--- config.mk ---
export PLATFORM = sky130hd
export DESIGN_NAME = p405s_dcr_access_ctl
export DESIGN_NICKNAME = d
export VERILOG_FILES = /design/src/rtl/p405s_dcr_pkg.sv /design/src/rtl/p405s_dcr_sync2.sv /design/src/rtl/p405s_dcr_access_ctl.sv
export SDC_FILE = /design/constraint.sdc
export NUM_CORES = 1
export LEC_CHECK = 0
export BUFFER_PORTS_ARGS = -buffer_cell sky130_fd_sc_hd__buf_2
export CORE_MARGIN = 5
export CORE_UTILIZATION = 30
export DETAILED_ROUTE_END_ITERATION = 7
export PLACE_DENSITY_LB_ADDON = 0.12
export SLEW_MARGIN = 20
export SYNTH_ARGS = -nofsm -noshare
export SYNTH_HDL_FRONTEND = slang
export SYNTH_SLANG_ARGS = --single-unit
--- constraint.sdc ---
create_clock -name CB -period 3.94 [get_ports CB]
set_clock_uncertainty 0.1 [all_clocks]
set_input_delay 0.197 -clock CB [delete_from_list [all_inputs] [get_ports CB]]
set_output_delay 0.197 -clock CB [all_outputs]
set_load 0.01 [all_outputs]
--- src/rtl/p405s_dcr_pkg.sv ---
// Shared types and constants for the DCR access controller.
package p405s_dcr_pkg;

    localparam int unsigned DCR_ABUS_W = 10;
    localparam int unsigned DCR_DBUS_W = 32;

    // FSM encoding kept as plain constants for legacy tool compatibility
    localparam logic [1:0] ST_IDLE    = 2'b00;
    localparam logic [1:0] ST_XFER    = 2'b01;
    localparam logic [1:0] ST_RELEASE = 2'b10;
    localparam logic [1:0] ST_DONE    = 2'b11;

    // Request payload as presented by the EXE fan-out
    typedef struct packed {
        logic [0:DCR_ABUS_W-1] addr;
        logic [0:DCR_DBUS_W-1] data;
    } dcr_req_t;

endpackage : p405s_dcr_pkg

--- src/rtl/p405s_dcr_sync2.sv ---
// Two-flop synchronizer for the external DCR acknowledge.
module p405s_dcr_sync2 (
    input  logic clk,
    input  logic rst,
    input  logic d,
    output logic q
);

    logic meta_q;
    logic meta_d;
    logic sync_q;
    logic sync_d;

    // Shift chain next values
    always_comb begin
        meta_d = d;
        sync_d = meta_q;
    end

    // Synchronizer flops, cleared by reset
    always_ff @(posedge clk) begin
        if (rst) begin
            meta_q <= 1'b0;
            sync_q <= 1'b0;
        end else begin
            meta_q <= meta_d;
            sync_q <= sync_d;
        end
    end

    assign q = sync_q;

endmodule : p405s_dcr_sync2

--- src/rtl/p405s_dcr_access_ctl.sv ---
// DCR access controller: sequences mfdcr/mtdcr onto the DCR bus with a
// 4-phase acknowledge, timeout abort and pipeline stall.
// Optional build macro P405_DCR_ACK_SYNC_EN adds a 2-flop ack synchronizer.
module p405s_dcr_access_ctl
    import p405s_dcr_pkg::*;
#(
    parameter int unsigned TIMEOUT_CYC = 64,
    parameter int unsigned CNT_W       = 7
) (
    input  logic                  CB,
    input  logic                  resetCore,
    input  logic                  exeDcrRdReq,
    input  logic                  exeDcrWrReq,
    input  logic [0:DCR_ABUS_W-1] EXE_dcrAddr,
    input  logic [0:DCR_DBUS_W-1] EXE_dcrDataBus,
    input  logic                  DCR_cpuAck,
    input  logic [0:DCR_DBUS_W-1] DCR_cpuDBusIn,
    output logic                  CPU_dcrRead,
    output logic                  CPU_dcrWrite,
    output logic [0:DCR_ABUS_W-1] CPU_dcrABus,
    output logic [0:DCR_DBUS_W-1] CPU_dcrDBusOut,
    output logic                  dcrHold,
    output logic                  dcrDone,
    output logic [0:DCR_DBUS_W-1] dcrRdData,
    output logic                  dcrTimeout,
    output logic                  dcrErr
);

    localparam bit               TMO_EN   = (TIMEOUT_CYC != 0);
    localparam logic [CNT_W-1:0] CNT_LAST = (TIMEOUT_CYC == 0) ? '0
                                          : CNT_W'(TIMEOUT_CYC - 1);

    logic [1:0]            state_q,    state_d;
    logic [CNT_W-1:0]      cnt_q,      cnt_d;
    logic                  rd_q,       rd_d;
    logic                  wr_q,       wr_d;
    logic [0:DCR_ABUS_W-1] abus_q,     abus_d;
    logic [0:DCR_DBUS_W-1] dbus_q,     dbus_d;
    logic [0:DCR_DBUS_W-1] rdata_q,    rdata_d;
    logic                  tmo_flag_q, tmo_flag_d;
    logic                  done_q,     done_d;
    logic                  tmo_q,      tmo_d;
    logic                  err_q,      err_d;

    logic                  ack_s;
    logic                  dcr_hold_c;
    dcr_req_t              req_c;

`ifdef P405_DCR_ACK_SYNC_EN
    // Ack crosses from the DCR chain clock domain
    p405s_dcr_sync2 u_ack_sync (
        .clk (CB),
        .rst (resetCore),
        .d   (DCR_cpuAck),
        .q   (ack_s)
    );
`else
    assign ack_s = DCR_cpuAck;
`endif

    assign req_c = '{addr: EXE_dcrAddr, data: EXE_dcrDataBus};

    // Next-state, counter and registered-output computation
    always_comb begin
        state_d    = state_q;
        cnt_d      = cnt_q;
        rd_d       = rd_q;
        wr_d       = wr_q;
        abus_d     = abus_q;
        dbus_d     = dbus_q;
        rdata_d    = rdata_q;
        tmo_flag_d = tmo_flag_q;
        done_d     = 1'b0;
        tmo_d      = 1'b0;
        err_d      = 1'b0;

        case (state_q)
            ST_IDLE: begin
                if (exeDcrRdReq && exeDcrWrReq) begin
                    // Illegal combined request: report without touching the bus
                    done_d  = 1'b1;
                    err_d   = 1'b1;
                    state_d = ST_DONE;
                end else if (exeDcrRdReq || exeDcrWrReq) begin
                    abus_d = req_c.addr;
                    if (exeDcrWrReq) begin
                        dbus_d = req_c.data;
                    end
                    rd_d    = exeDcrRdReq;
                    wr_d    = exeDcrWrReq;
                    cnt_d   = '0;
                    state_d = ST_XFER;
                end
            end

            ST_XFER: begin
                if (ack_s) begin
                    rd_d = 1'b0;
                    wr_d = 1'b0;
                    if (rd_q) begin
                        rdata_d = DCR_cpuDBusIn;
                    end
                    state_d = ST_RELEASE;
                end else if (TMO_EN && (cnt_q == CNT_LAST)) begin
                    rd_d       = 1'b0;
                    wr_d       = 1'b0;
                    tmo_flag_d = 1'b1;
                    rdata_d    = '0;
                    state_d    = ST_RELEASE;
                end else begin
                    cnt_d = cnt_q + CNT_W'(1);
                end
            end

            ST_RELEASE: begin
                // Also absorbs a late ack after a timeout; no timeout here
                if (!ack_s) begin
                    done_d  = 1'b1;
                    tmo_d   = tmo_flag_q;
                    state_d = ST_DONE;
                end
            end

            ST_DONE: begin
                tmo_flag_d = 1'b0;
                state_d    = ST_IDLE;
            end

            default: begin
                state_d = ST_IDLE;
            end
        endcase
    end

    // State and output registers
    always_ff @(posedge CB) begin
        if (resetCore) begin
            state_q    <= ST_IDLE;
            cnt_q      <= '0;
            rd_q       <= 1'b0;
            wr_q       <= 1'b0;
            abus_q     <= '0;
            dbus_q     <= '0;
            rdata_q    <= '0;
            tmo_flag_q <= 1'b0;
            done_q     <= 1'b0;
            tmo_q      <= 1'b0;
            err_q      <= 1'b0;
        end else begin
            state_q    <= state_d;
            cnt_q      <= cnt_d;
            rd_q       <= rd_d;
            wr_q       <= wr_d;
            abus_q     <= abus_d;
            dbus_q     <= dbus_d;
            rdata_q    <= rdata_d;
            tmo_flag_q <= tmo_flag_d;
            done_q     <= done_d;
            tmo_q      <= tmo_d;
            err_q      <= err_d;
        end
    end

    // Stall: follows the raw request in IDLE, held while the bus is busy
    always_comb begin
        dcr_hold_c = 1'b0;
        case (state_q)
            ST_IDLE:    dcr_hold_c = exeDcrRdReq | exeDcrWrReq;
            ST_XFER:    dcr_hold_c = 1'b1;
            ST_RELEASE: dcr_hold_c = 1'b1;
            default:    dcr_hold_c = 1'b0;
        endcase
    end

    assign CPU_dcrRead    = rd_q;
    assign CPU_dcrWrite   = wr_q;
    assign CPU_dcrABus    = abus_q;
    assign CPU_dcrDBusOut = dbus_q;
    assign dcrHold        = dcr_hold_c;
    assign dcrDone        = done_q;
    assign dcrRdData      = rdata_q;
    assign dcrTimeout     = tmo_q;
    assign dcrErr         = err_q;

endmodule : p405s_dcr_access_ctl

; ---- After elaboration in Yosys (flattened, before gate mapping)
; Cells that the tools add are included.
[totals]
regBits = 89
in_bits = 79
output_inout_bits = 80
word_cells = 74
[op_classes]
addsub = 1
n_eq_ne = 13
mux = 29
bitwise = 4
reduce_logical = 16
[ops]
columns = cell, n
row1 = $mux W32, 3
row2 = $mux W7, 4
row3 = $pmux W7 S2, 1
row4 = $ne A2 B2 Y1 const B, 6
row5 = $reduce_and A3 Y1, 4
row6 = $mux W1, 10
row7 = $mux W2, 5
row8 = $pmux W1 S2, 5
row9 = $pmux W2 S4, 1
row10 = $reduce_and A4 Y1, 2
row11 = $add A7 B1 Y7 const B, 1
row12 = $eq A7 B6 Y1 const B, 1
row13 = $ne A3 B3 Y1 const B, 2
row14 = $reduce_bool A2 Y1, 3
row15 = $reduce_and A5 Y1, 1
row16 = $eq A2 B2 Y1 const B, 2
row17 = $reduce_or A2 Y1, 2
row18 = $not A1 Y1, 3
row19 = $reduce_or A3 Y1, 1
row20 = $eq A2 B1 Y1 const B, 1
row21 = $logic_not A2 Y1, 1
row22 = $ne A2 B1 Y1 const B, 1
row23 = $logic_and A1 B1 Y1, 1
row24 = $logic_or A1 B1 Y1, 1
row25 = $or A1 B1 Y1, 1

; ---- Longest topological paths before layout
; Gate-level depths: netlist of run 1.
[logic_depth]
depth_word = 4
depth_mapped = 9
depth_no_buf = 6

; ---- Worst setup path after synthesis of run 1
; OpenSTA, ideal clock, no wires.
[synth_path]
path_kind = reg-to-reg
startpoint = register state_q[0]
endpoint = register cnt_q[3]
setup_time_ns = 0.116
arrival_time_ns = 1.622
t_required_ns = 3.724
slack_ns = 2.102
stages_incl_launch_ff = 8
n_path_buf = 1
synth_period_minus_slack_ns = 1.838
cell_sequence = dfxtp_1 > inv_1 > ha_1 > o21ai_1 > o211ai_1 > clkbuf_1 > o311a_2 > a41o_1
[synth_via]
elab_chain_cells = 3
word_cells_on_any_way = 9
classes_between = eq/ne: 5 / mux: 1 / reduce/logical: 3
[synth_lines]
columns = element, line_no
row1 = from (decl), p405s_dcr_access_ctl.sv:33  ; logic [1:0] state_q, state_d;
row2 = from (signal assigned), p405s_dcr_access_ctl.sv:150  ; state_q <= state_d;
row3 = $eq A2 B1 Y1 / $logic_not A2 Y1 (equally long branches), p405s_dcr_access_ctl.sv:77  ; case (state_q)
row4 = $ne A2 B2 Y1 (no source line) / $reduce_bool A2 Y1 (equally long branches), -
row5 = $reduce_and A5 Y1 (no source line), -
row6 = to (signal assigned), p405s_dcr_access_ctl.sv:151  ; cnt_q <= cnt_d;
row7 = to (decl), p405s_dcr_access_ctl.sv:34  ; logic [CNT_W-1:0] cnt_q, cnt_d;
; Parallel ways exist; a longest one is shown, timed or not.
; A chain may end at the register's enable or synchronous reset.

; ---- Final worst setup path of run 1
[layout_path]
startpoint = register state_q[1]
endpoint = register cnt_q[3]
; The elaborated chain is that of the path after synthesis.

==> metrics.txt, run 1 <==
status=complete, no violations; 1st-pass router iterations=4; min Tclk post-route=2.347 ns; PD cells=444.2 nW/um2; Slew Viols, Final=0; GRT Util Overall=0.1516; Core Util, Final=0.4760; routed length per placed instance=13.77 um; via-per-instance ratio=4.587; post-CTS setup buffer count=0; Post-DRT Antenna Nets=0; ANT cells=0; ranking of synthesized cells by area=dfxtp_1, nand2_1, a22o_1, a21oi_1, ha_1; final setup vio count=0; worst stage delay on the critical path=0.55 ns; Crit Path Class=flop to flop; CP max stage cell=nor4_4; Max H-tree Level=3; Synth Area per Inst=9.221 um2; clk buf depth=2; post-synth top area share=0.5368; Yosys warnings=0; DR vias=3,344; post-synthesis sequential area ratio=0.5368; placeable core area=10,840 um2; GRT overflow=0; Top cell by count, worst path=inv_1; met2 usage=0.2400; Cells after Synth=360; Worst-Skew Late Latency=0.35 ns; FF+latch count, synth=89; maximum capacitance violations=0; Post-synth ARST share=0; gr busiest metal=met2; top_reg_cell synth=dfxtp_1; critical path capture point type=flop; Max VDD drop=214.4 uV; antenna violations before repair=0; CTS Hold Buffers Added=75; post-synth cell types=41; routability congestion estimate=0.7487; RR Startpoint=state_q[1]; top cell type by total area after synthesis=dfxtp_1; unrepaired setup endpoints after global routing=no; CP arrival=2.50 ns; share of layout cells above drive strength 1=0.3209; Slew @ Worst Pin=0.7655 ns; cts repair resizes=0; area growth from synthesis to layout=55.45%; dpl cells=638; Tcrit/Tclk final=0.5956; clk sinks=89; Slew HR=0.4874; # IOs=159; grt met1 use=0.1895; Final Power=2292 uW; Residual DRC=0; Static Leak=0.002375 uW; CP Launch Type=flop; CTS tree=done; Synth Cell Area=3319 um2; cell row count=38; largest net degree at the start of global routing=59; number of flops mapped to enable cells by yosys=0; CP max FO=14; crit-path cells=inv_1 -> ha_1 -> inv_1 -> nor4_4 -> nor2_1 -> a41o_1; first-pass GRT wire length=16,170 um; final net count=673; DPL Wire Length=6244 um; final hold vios=0; cts bufs inserted=9; root buf cell=clkbuf_8; drt total wl=10,040 um; Req. time, crit path=4.09 ns; Crit. Startpoint=state_q[1]; critical path's top delay family=simple AND/OR/NAND/NOR gates; Synthesized Nets=449; Initial Util=0.3062; PortBufs=158; CTS clk-pin slew, worst paths=0.09 ns; die height=115.2 um; FMAX=426.1 MHz; met3 Use GR=0.04368; die area=13,270 um2; Die W=115.2 um; vias in the first global route=3,314; min-delay src=exeDcrWrReq; non-filler cells, final=729; CP bufs+invs=2; worst hold path class=input port to flop; 1st-iter DRT viols=151; TNS Setup=0 ns
-- placed cells by master, fill, tap and decap left out, types with 2 or more instances in the layout --
cell and instances:
a22o_1 32, nand3_1 2, buf_4 3, buf_2 158
o21ai_0 6, clkinv_2 2, or4_1 2, inv_1 7
a211oi_1 2, clkbuf_8 10, nor3b_1 2, ha_1 10
dfxtp_1 89, nand2_1 96, nand3b_1 2, dlygate4sd3_1 75
nor2_1 10, clkinvlp_4 2, a21oi_1 49
-- per-stage QoR --
stage / hold WS, ns / instance area [um2] / setup WS [ns]
CTS: 0.001560 / 5156 / 1.389
global placement: 0.3145 / 4209 / 1.521
floorplan: 0.2297 / 3319 / 2.102
finish: 0.03051 / 5160 / 1.593
global route: 0.04847 / 5160 / 1.366
detailed placement: 0.3169 / 4209 / 1.407
-- where the power goes --
group	internal (uW)	switching, uW
combinational	267	374
clock	309	318
sequential	980	45.2
total	1560	737
-- tightest hold or removal path, cell delays in order --
cell and delay [ns]:
buf_2 0.12, nand2_1 0.06, a21oi_1 0.05
-- registers in the layout, summed over array words and instances (netlist names) --
signal          flops
CPU_dcrRead         1
CPU_dcrWrite        1
CPU_dcrABus        10
dcrDone             1
tmo_flag_q          1
dcrRdData          32
dcrTimeout          1
dcrErr              1
CPU_dcrDBusOut     32
state_q             2
cnt_q               7
-- cell type report --
type                    instances  area, um2
fillers                      1035       5680
flip-flops and latches         89       1782
repair buffers                236       1564
multi-input cells             241       1416
well taps                     140      175.2
clock buffers                  11      141.4
clock inverters                 5      55.05
inverters                       7      26.28
-- cells by family (layout without fill, tap and decap cells) --
family                   count (synthesis)  after routing  share of synthesized area
AND/OR/NAND/NOR                        128            128                     0.1719
AO/OA/AOI/OAI                          103            103                     0.2126
flip-flops                              89             89                     0.5368
buffers and inverters                   30            259                    0.04109
adder cells (fa/ha/maj)                 10             10                    0.03769
-- Yosys cell counts (2+ instances only) --
master and instances:
a211oi_1 2, a21oi_1 49, a22o_1 32, and2_1 2, buf_2 10, clkbuf_1 11, dfxtp_1 89, ha_1 10
inv_1 7, nand2_1 97, nand3_1 2, nand3b_1 2, nor2_1 10, nor3_1 2, nor3b_1 2, o21ai_0 6
o22ai_1 2, or4_1 2
-- per-layer routing --
metal,vias to the layer above,wire length (um)
met1,1489,4338
li1,1697,-
met3,23,838
met4,0,258
met2,135,4601
met5,-,0
-- path summary, 6_finish.rpt --
kind                                       end  slack, ns  depth (start not counted)
worst max-delay path                  cnt_q[3]       1.59                          6
worst max register to register        cnt_q[3]       1.59                          6
worst min register to register  CPU_dcrABus[7]       0.35                          2
worst min-delay path              CPU_dcrWrite       0.03                          3
No activity file was read; power rests on OpenSTA's default activity.
==> run 2, diff against run 1 <==
==> constraint.sdc (replaced) <==
create_clock -name CB -period 2.15 [get_ports CB]
set_clock_uncertainty 0.1 [all_clocks]
set_input_delay 0.1075 -clock CB [delete_from_list [all_inputs] [get_ports CB]]
set_output_delay 0.1075 -clock CB [all_outputs]
set_load 0.01 [all_outputs]
==> run 2 against run 1 <==
Net effect: clock-buffer cell count is the same; largest power group unchanged; highest routed layer unchanged; flip-flop and latch count is the same; first-iteration DRC count shrank 0.66%.
==> metrics.txt, run 2 (synthesis gave the netlist of run 1 again) <==
CP bufs+invs=4 (+2); cts repair resizes=0 (unchanged); PD cells=807.3 nW/um2 (+82%); Crit Path Class=input port to flop; most frequent cells in the layout=buf_2, nand2_1, dfxtp_1; min Tclk post-route=2.048 ns; dpl cells=646 (+1.3%); Residual DRC=0 (unchanged); via-per-instance ratio=4.566 (-0.46%); CP Launch Type=input port; CP arrival=2.24 ns (-0.26 ns); most common cell after layout, fill and taps aside=buf_2; Max VDD drop=357.8 uV (+67%); area growth from synthesis to layout=58.46%; Placement Cell Area=4294 um2 (+2.0%); 1st-pass router iterations=4 (unchanged); die area=13,270 um2 (unchanged); CP max FO=11 (-3); cell row count=38 (unchanged); Die W=115.2 um (unchanged); CTS tree=done; CP max stage cell=dlygate4sd3_1; FMAX=488.3 MHz; critical path capture point type=flop; unrepaired setup endpoints after global routing=no; 1st-iter DRT viols=150 (-0.66%); Slew Viols, Final=0 (unchanged); Crit. Startpoint=exeDcrRdReq; antenna violations before repair=0 (unchanged); clk sinks=89 (unchanged); worst stage delay on the critical path=0.53 ns (-0.02 ns); Setup WS pre-CTS=0.06536 ns (-1.342 ns); Initial Util=0.3062 (unchanged); Post-DRT Antenna Nets=0 (unchanged); critical path's top delay family=buffers and inverters; PortBufs=158 (unchanged); # IOs=159 (unchanged); largest net degree at the start of global routing=33 (-44%); final net count=684 (+1.6%); non-filler cells, final=740 (+1.5%); cts bufs inserted=9 (unchanged); share of layout cells above drive strength 1=0.3283 (+0.007450); first-pass GRT wire length=16,160 um (about the same); placeable core area=10,840 um2 (unchanged); CTS clk-pin slew, worst paths=0.09 ns (about the same); routed length per placed instance=13.39 um (-2.7%); routability congestion estimate=0.7686 (+2.7%); register area=1782 um2 (unchanged); Worst-Skew Late Latency=0.36 ns (about the same); Tcrit/Tclk final=0.9525; die height=115.2 um (unchanged); ANT cells=0 (unchanged); drt total wl=9912 um (-1.2%); TNS Setup=0 ns (unchanged); min-delay src=DCR_cpuAck; DPL Wire Length=6533 um (+4.6%); R2R depth=7 (+1); CP endpoint=cnt_q[0]; Slew HR=0.6747 (+0.1873); WP depth=9 (+3); Worst R2R End=cnt_q[0]; DR vias=3,379 (+1.0%); GRT overflow=0 (unchanged); Multi-input gate area=1413 um2 (-0.27%); worst hold path class=input port to flop; Final Instance Area=5260 um2 (+1.9%); fin worst setup slack=0.1022 ns (-1.491 ns); root buf cell=clkbuf_8; Max H-tree Level=3 (unchanged); final setup vio count=0 (unchanged); flop2flop setup slack=0.17 ns (-1.42 ns); fill count=1,041 (+0.58%); Static Leak=0.002437 uW (+2.6%); status=complete, no violations; vias in the first global route=3,392 (+2.4%); Req. time, crit path=2.34 ns (-1.75 ns); maximum capacitance violations=0 (unchanged); RR Startpoint=state_q[0]; final hold vios=0 (unchanged); crit-path cells=dlygate4sd3_1 -> buf_2 -> inv_1 -> ha_1 -> o21ai_1 -> o211ai_1 -> buf_4 -> or4_1 -> a21oi_1; Slew @ Worst Pin=0.4843 ns (-0.2812 ns); clk buf depth=2 (unchanged); GRT Util Overall=0.1507 (-0.0008695)
## run 2: changes by cell type in the layout (fill, tap and decap cells not counted), sizes merged
cell	previous run	this run
dlygate4sd3	75	77
bufinv	1	0
clkinvlp	2	0
buf	161	170
inv	7	9
clkinv	2	3
## run 2: how the worst min path moves through the flow
stage,end,slack [ns],cells past startpoint
2_1_floorplan,dcrRdData[0],0.14,1
3_3_place_gp,dcrRdData[11],0.22,2
3_5_place_dp,dcrRdData[4],0.23,2
4_1_cts,tmo_flag_q,0.05,4
5_1_grt,tmo_flag_q,0.10,4
6_report,tmo_flag_q,0.08,4
## run 2: area by class of cell
cell class | instances | share of cell area
clock buffer | 11 | 0.02878
sequential | 89 | 0.3387
tap | 140 | 0.03330
inverter | 7 | 0.004995
timing repair buffer | 247 | 0.3187
clock inverter | 5 | 0.006898
multi-input combinational | 241 | 0.2686
## run 2: per-stage QoR
stage / power, uW / hold WS (ns) / util
6_report: 4246 / 0.08216 / 0.4852
5_1_grt: 4534 / 0.1002 / 0.4852
4_1_cts: 4297 / 0.05152 / 0.4845
3_5_place_dp: 3060 / 0.2258 / 0.3961
3_3_place_gp: 3042 / 0.2245 / 0.3961
2_1_floorplan: 2627 / 0.1402 / -
## run 2: per-layer routing
layer  vias to the layer above  part of all wire  track usage
met1                      1528              0.44       0.1812
li1                       1714                 -            -
met2                       119              0.46       0.2477
met3                        18             0.080      0.04263
met5                         -                 0            0
met4                         0             0.025      0.07277
## run 2: report_power, final
part	internal, uW	switching (uW)
combinational	563	697
clock	490	618
sequential	1800	82.1
## run 2: repair_timing
item	4_1_cts	5_1_grt
hold buffers	77	0
buffers inserted	0	1
endpoints found under the hold margin	78	0
setup endpoints to repair	0	6
## run 2: worst reg2reg max path, cell delays in order (launching register included)
cell	delay [ns]
dfxtp_1	0.40
inv_1	0.10
ha_1	0.22
o21ai_1	0.14
o211ai_1	0.14
buf_4	0.19
or4_1	0.47
a21oi_1	0.16
==> run 3, diff against run 2 <==
--- a/config.mk
+++ b/config.mk
@@ -10,6 +10,7 @@
 export CORE_UTILIZATION = 30
 export DETAILED_ROUTE_END_ITERATION = 7
 export PLACE_DENSITY_LB_ADDON = 0.12
+export RECOVER_POWER = 50
 export SLEW_MARGIN = 20
 export SYNTH_ARGS = -nofsm -noshare
 export SYNTH_HDL_FRONTEND = slang
==> run 3 against run 2 <==
Net effect: global-route usage did not move; core utilization is 0.91 points lower; critical path type unchanged; critical path depth did not move; fmax about the same; final area decreased by 1.9%; sequential power hardly changed; die area is the same; sequential share of layout area rose by 0.65 points.
==> metrics.txt, run 3 (synthesis gave the netlist of run 1 again) <==
Req. time, crit path=2.30 ns (-0.04 ns); GRT Util Overall=0.1507 (unchanged); root buf cell=clkbuf_8; Static Leak=0.002097 uW (-14%); first-pass GRT wire length=16,160 um (unchanged); critical path's top delay family=compound AO/OA/AOI/OAI gates; Final Power=4211 uW (-0.83%); min-delay src=DCR_cpuAck; drt total wl=9922 um (+0.10%); cts repair resizes=0 (unchanged); GRT overflow=0 (unchanged); CTS clk-pin slew, worst paths=0.08 ns (about the same); PortBufs=158 (unchanged); Post-DRT Antenna Nets=0 (unchanged); CP Launch Type=input port; CP max stage cell=dlygate4sd3_1; 1st-pass router iterations=4 (unchanged); status=complete, no violations; Max VDD drop=356.2 uV (-0.44%); final net count=684 (unchanged); Slew @ Worst Pin=0.5311 ns (+0.04681 ns); Worst R2R End=cnt_q[3]; R2R depth=7 (unchanged); maximum capacitance violations=0 (unchanged); placeable core area=10,840 um2 (unchanged); clk sinks=89 (unchanged); Worst-Skew Late Latency=0.36 ns (about the same); largest net degree at the start of global routing=33 (unchanged); CP bufs+invs=4 (unchanged); most frequent cells in the layout=nand2_1, dfxtp_1, buf_2, clkbuf_1, dlygate4sd3_1; die height=115.2 um (unchanged); Residual DRC=0 (unchanged); unrepaired setup endpoints after global routing=no; Max H-tree Level=3 (unchanged); antenna violations before repair=0 (unchanged); die area=13,270 um2 (unchanged); Slew HR=0.6457 (-0.02898); Die W=115.2 um (unchanged); area growth from synthesis to layout=55.48%; min Tclk post-route=2.047 ns (-0.0005040 ns); Crit Path Class=input port to flop; FMAX=488.4 MHz (about the same); CP arrival=2.20 ns (-0.04 ns); cell row count=38 (unchanged); CP max FO=11 (unchanged); via-per-instance ratio=4.577 (+0.24%); Initial Util=0.3062 (unchanged); Hold Path Stages=4 (unchanged); TNS Setup=0 ns (unchanged); worst stage delay on the critical path=0.53 ns (about the same); RR Startpoint=state_q[0]; CTS tree=done; crit-path cells=dlygate4sd3_1 -> buf_2 -> inv_1 -> ha_1 -> o21ai_1 -> o211ai_1 -> buf_4 -> o311a_2 -> a41o_1; final setup vio count=0 (unchanged); dpl cells=646 (unchanged); 1st-iter DRT viols=137 (-8.7%); worst hold path class=input port to flop; PD cells=815.9 nW/um2 (+1.1%); DR vias=3,387 (+0.24%); routed length per placed instance=13.41 um (+0.10%); most common cell after layout, fill and taps aside=nand2_1; Tcrit/Tclk final=0.9522 (about the same); cts bufs inserted=9 (unchanged); worst hold path endpoint=tmo_flag_q; flop2flop setup slack=0.18 ns (about the same); DPL Wire Length=6533 um (unchanged); share of layout cells above drive strength 1=0.1967 (-0.1317); ANT cells=0 (unchanged); vias in the first global route=3,392 (unchanged); critical path capture point type=flop; Slew Viols, Final=0 (unchanged); final hold vios=0 (unchanged); non-filler cells, final=740 (unchanged); routability congestion estimate=0.7686 (unchanged); # IOs=159 (unchanged); clk buf depth=2 (unchanged)
-- run 3: changes by cell type in the layout (fill, tap and decap cells not counted) --
cell / before / now
and2_1: 2 / 1
buf_2: 158 / 79
clkbuf_1: 0 / 79
and2_0: 0 / 1
-- run 3: report_power, final --
part	switching (uW)	internal (uW)
Combinational	696	530
Clock	614	490
Sequential	84.8	1800
Total	1400	2820
-- run 3: worst min-delay path, stage by stage --
cell,delay (ns)
buf_2,0.15
nor4_2,0.08
nand3b_1,0.08
a31oi_1,0.07
-- run 3: repair_timing --
| item | CTS | global route |
|---|---|---|
| hold buffers | 77 | 0 |
| endpoints found under the hold margin | 78 | 0 |
| setup endpoints to repair | 0 | 6 |
| setup buffers | 0 | 1 |
-- run 3: how the worst max path moves through the flow --
stage | startpoint | end | slack, ns | cells past startpoint
2_1_floorplan | state_q[0] | cnt_q[3] | 0.31 | 7
3_3_place_gp | state_q[0] | cnt_q[3] | 0.16 | 6
3_5_place_dp | state_q[0] | cnt_q[3] | 0.07 | 6
4_1_cts | exeDcrRdReq | cnt_q[3] | 0.03 | 8
5_1_grt | state_q[1] | dcrHold | 0.03 | 7
6_report | exeDcrRdReq | cnt_q[3] | 0.10 | 9
-- run 3: cell type report --
class / instances / area, um2
Inverter: 7 / 26.28
Fill cell: 1082 / 5679
Timing Repair Buffer: 247 / 1578
Clock inverter: 5 / 36.28
Sequential cell: 89 / 1782
Clock buffer: 11 / 151.4
Tap cell: 140 / 175.2
Multi-Input combinational cell: 241 / 1413
-- run 3: stage by stage --
step | instance area, um2 | utilization | setup slack (ns) | hold slack, ns
6_report | 5161 | 0.4761 | 0.1027 | 0.08274
5_1_grt | 5161 | 0.4761 | 0.03410 | 0.1002
4_1_cts | 5253 | 0.4845 | 0.02766 | 0.05152
3_5_place_dp | 4294 | 0.3961 | 0.06536 | 0.2258
3_3_place_gp | 4294 | 0.3961 | 0.1636 | 0.2245
2_1_floorplan | 3319 | - | 0.3122 | 0.1402
-- run 3: routing by layer --
layer / global-route usage / vias to the layer above / part of all wire / wire length (um)
li1: - / 1712 / - / -
met1: 0.1812 / 1538 / 0.44 / 4360
met2: 0.2477 / 119 / 0.45 / 4490
met3: 0.04263 / 18 / 0.082 / 815
met4: 0.07277 / 0 / 0.026 / 256
met5: 0 / - / 0 / 0
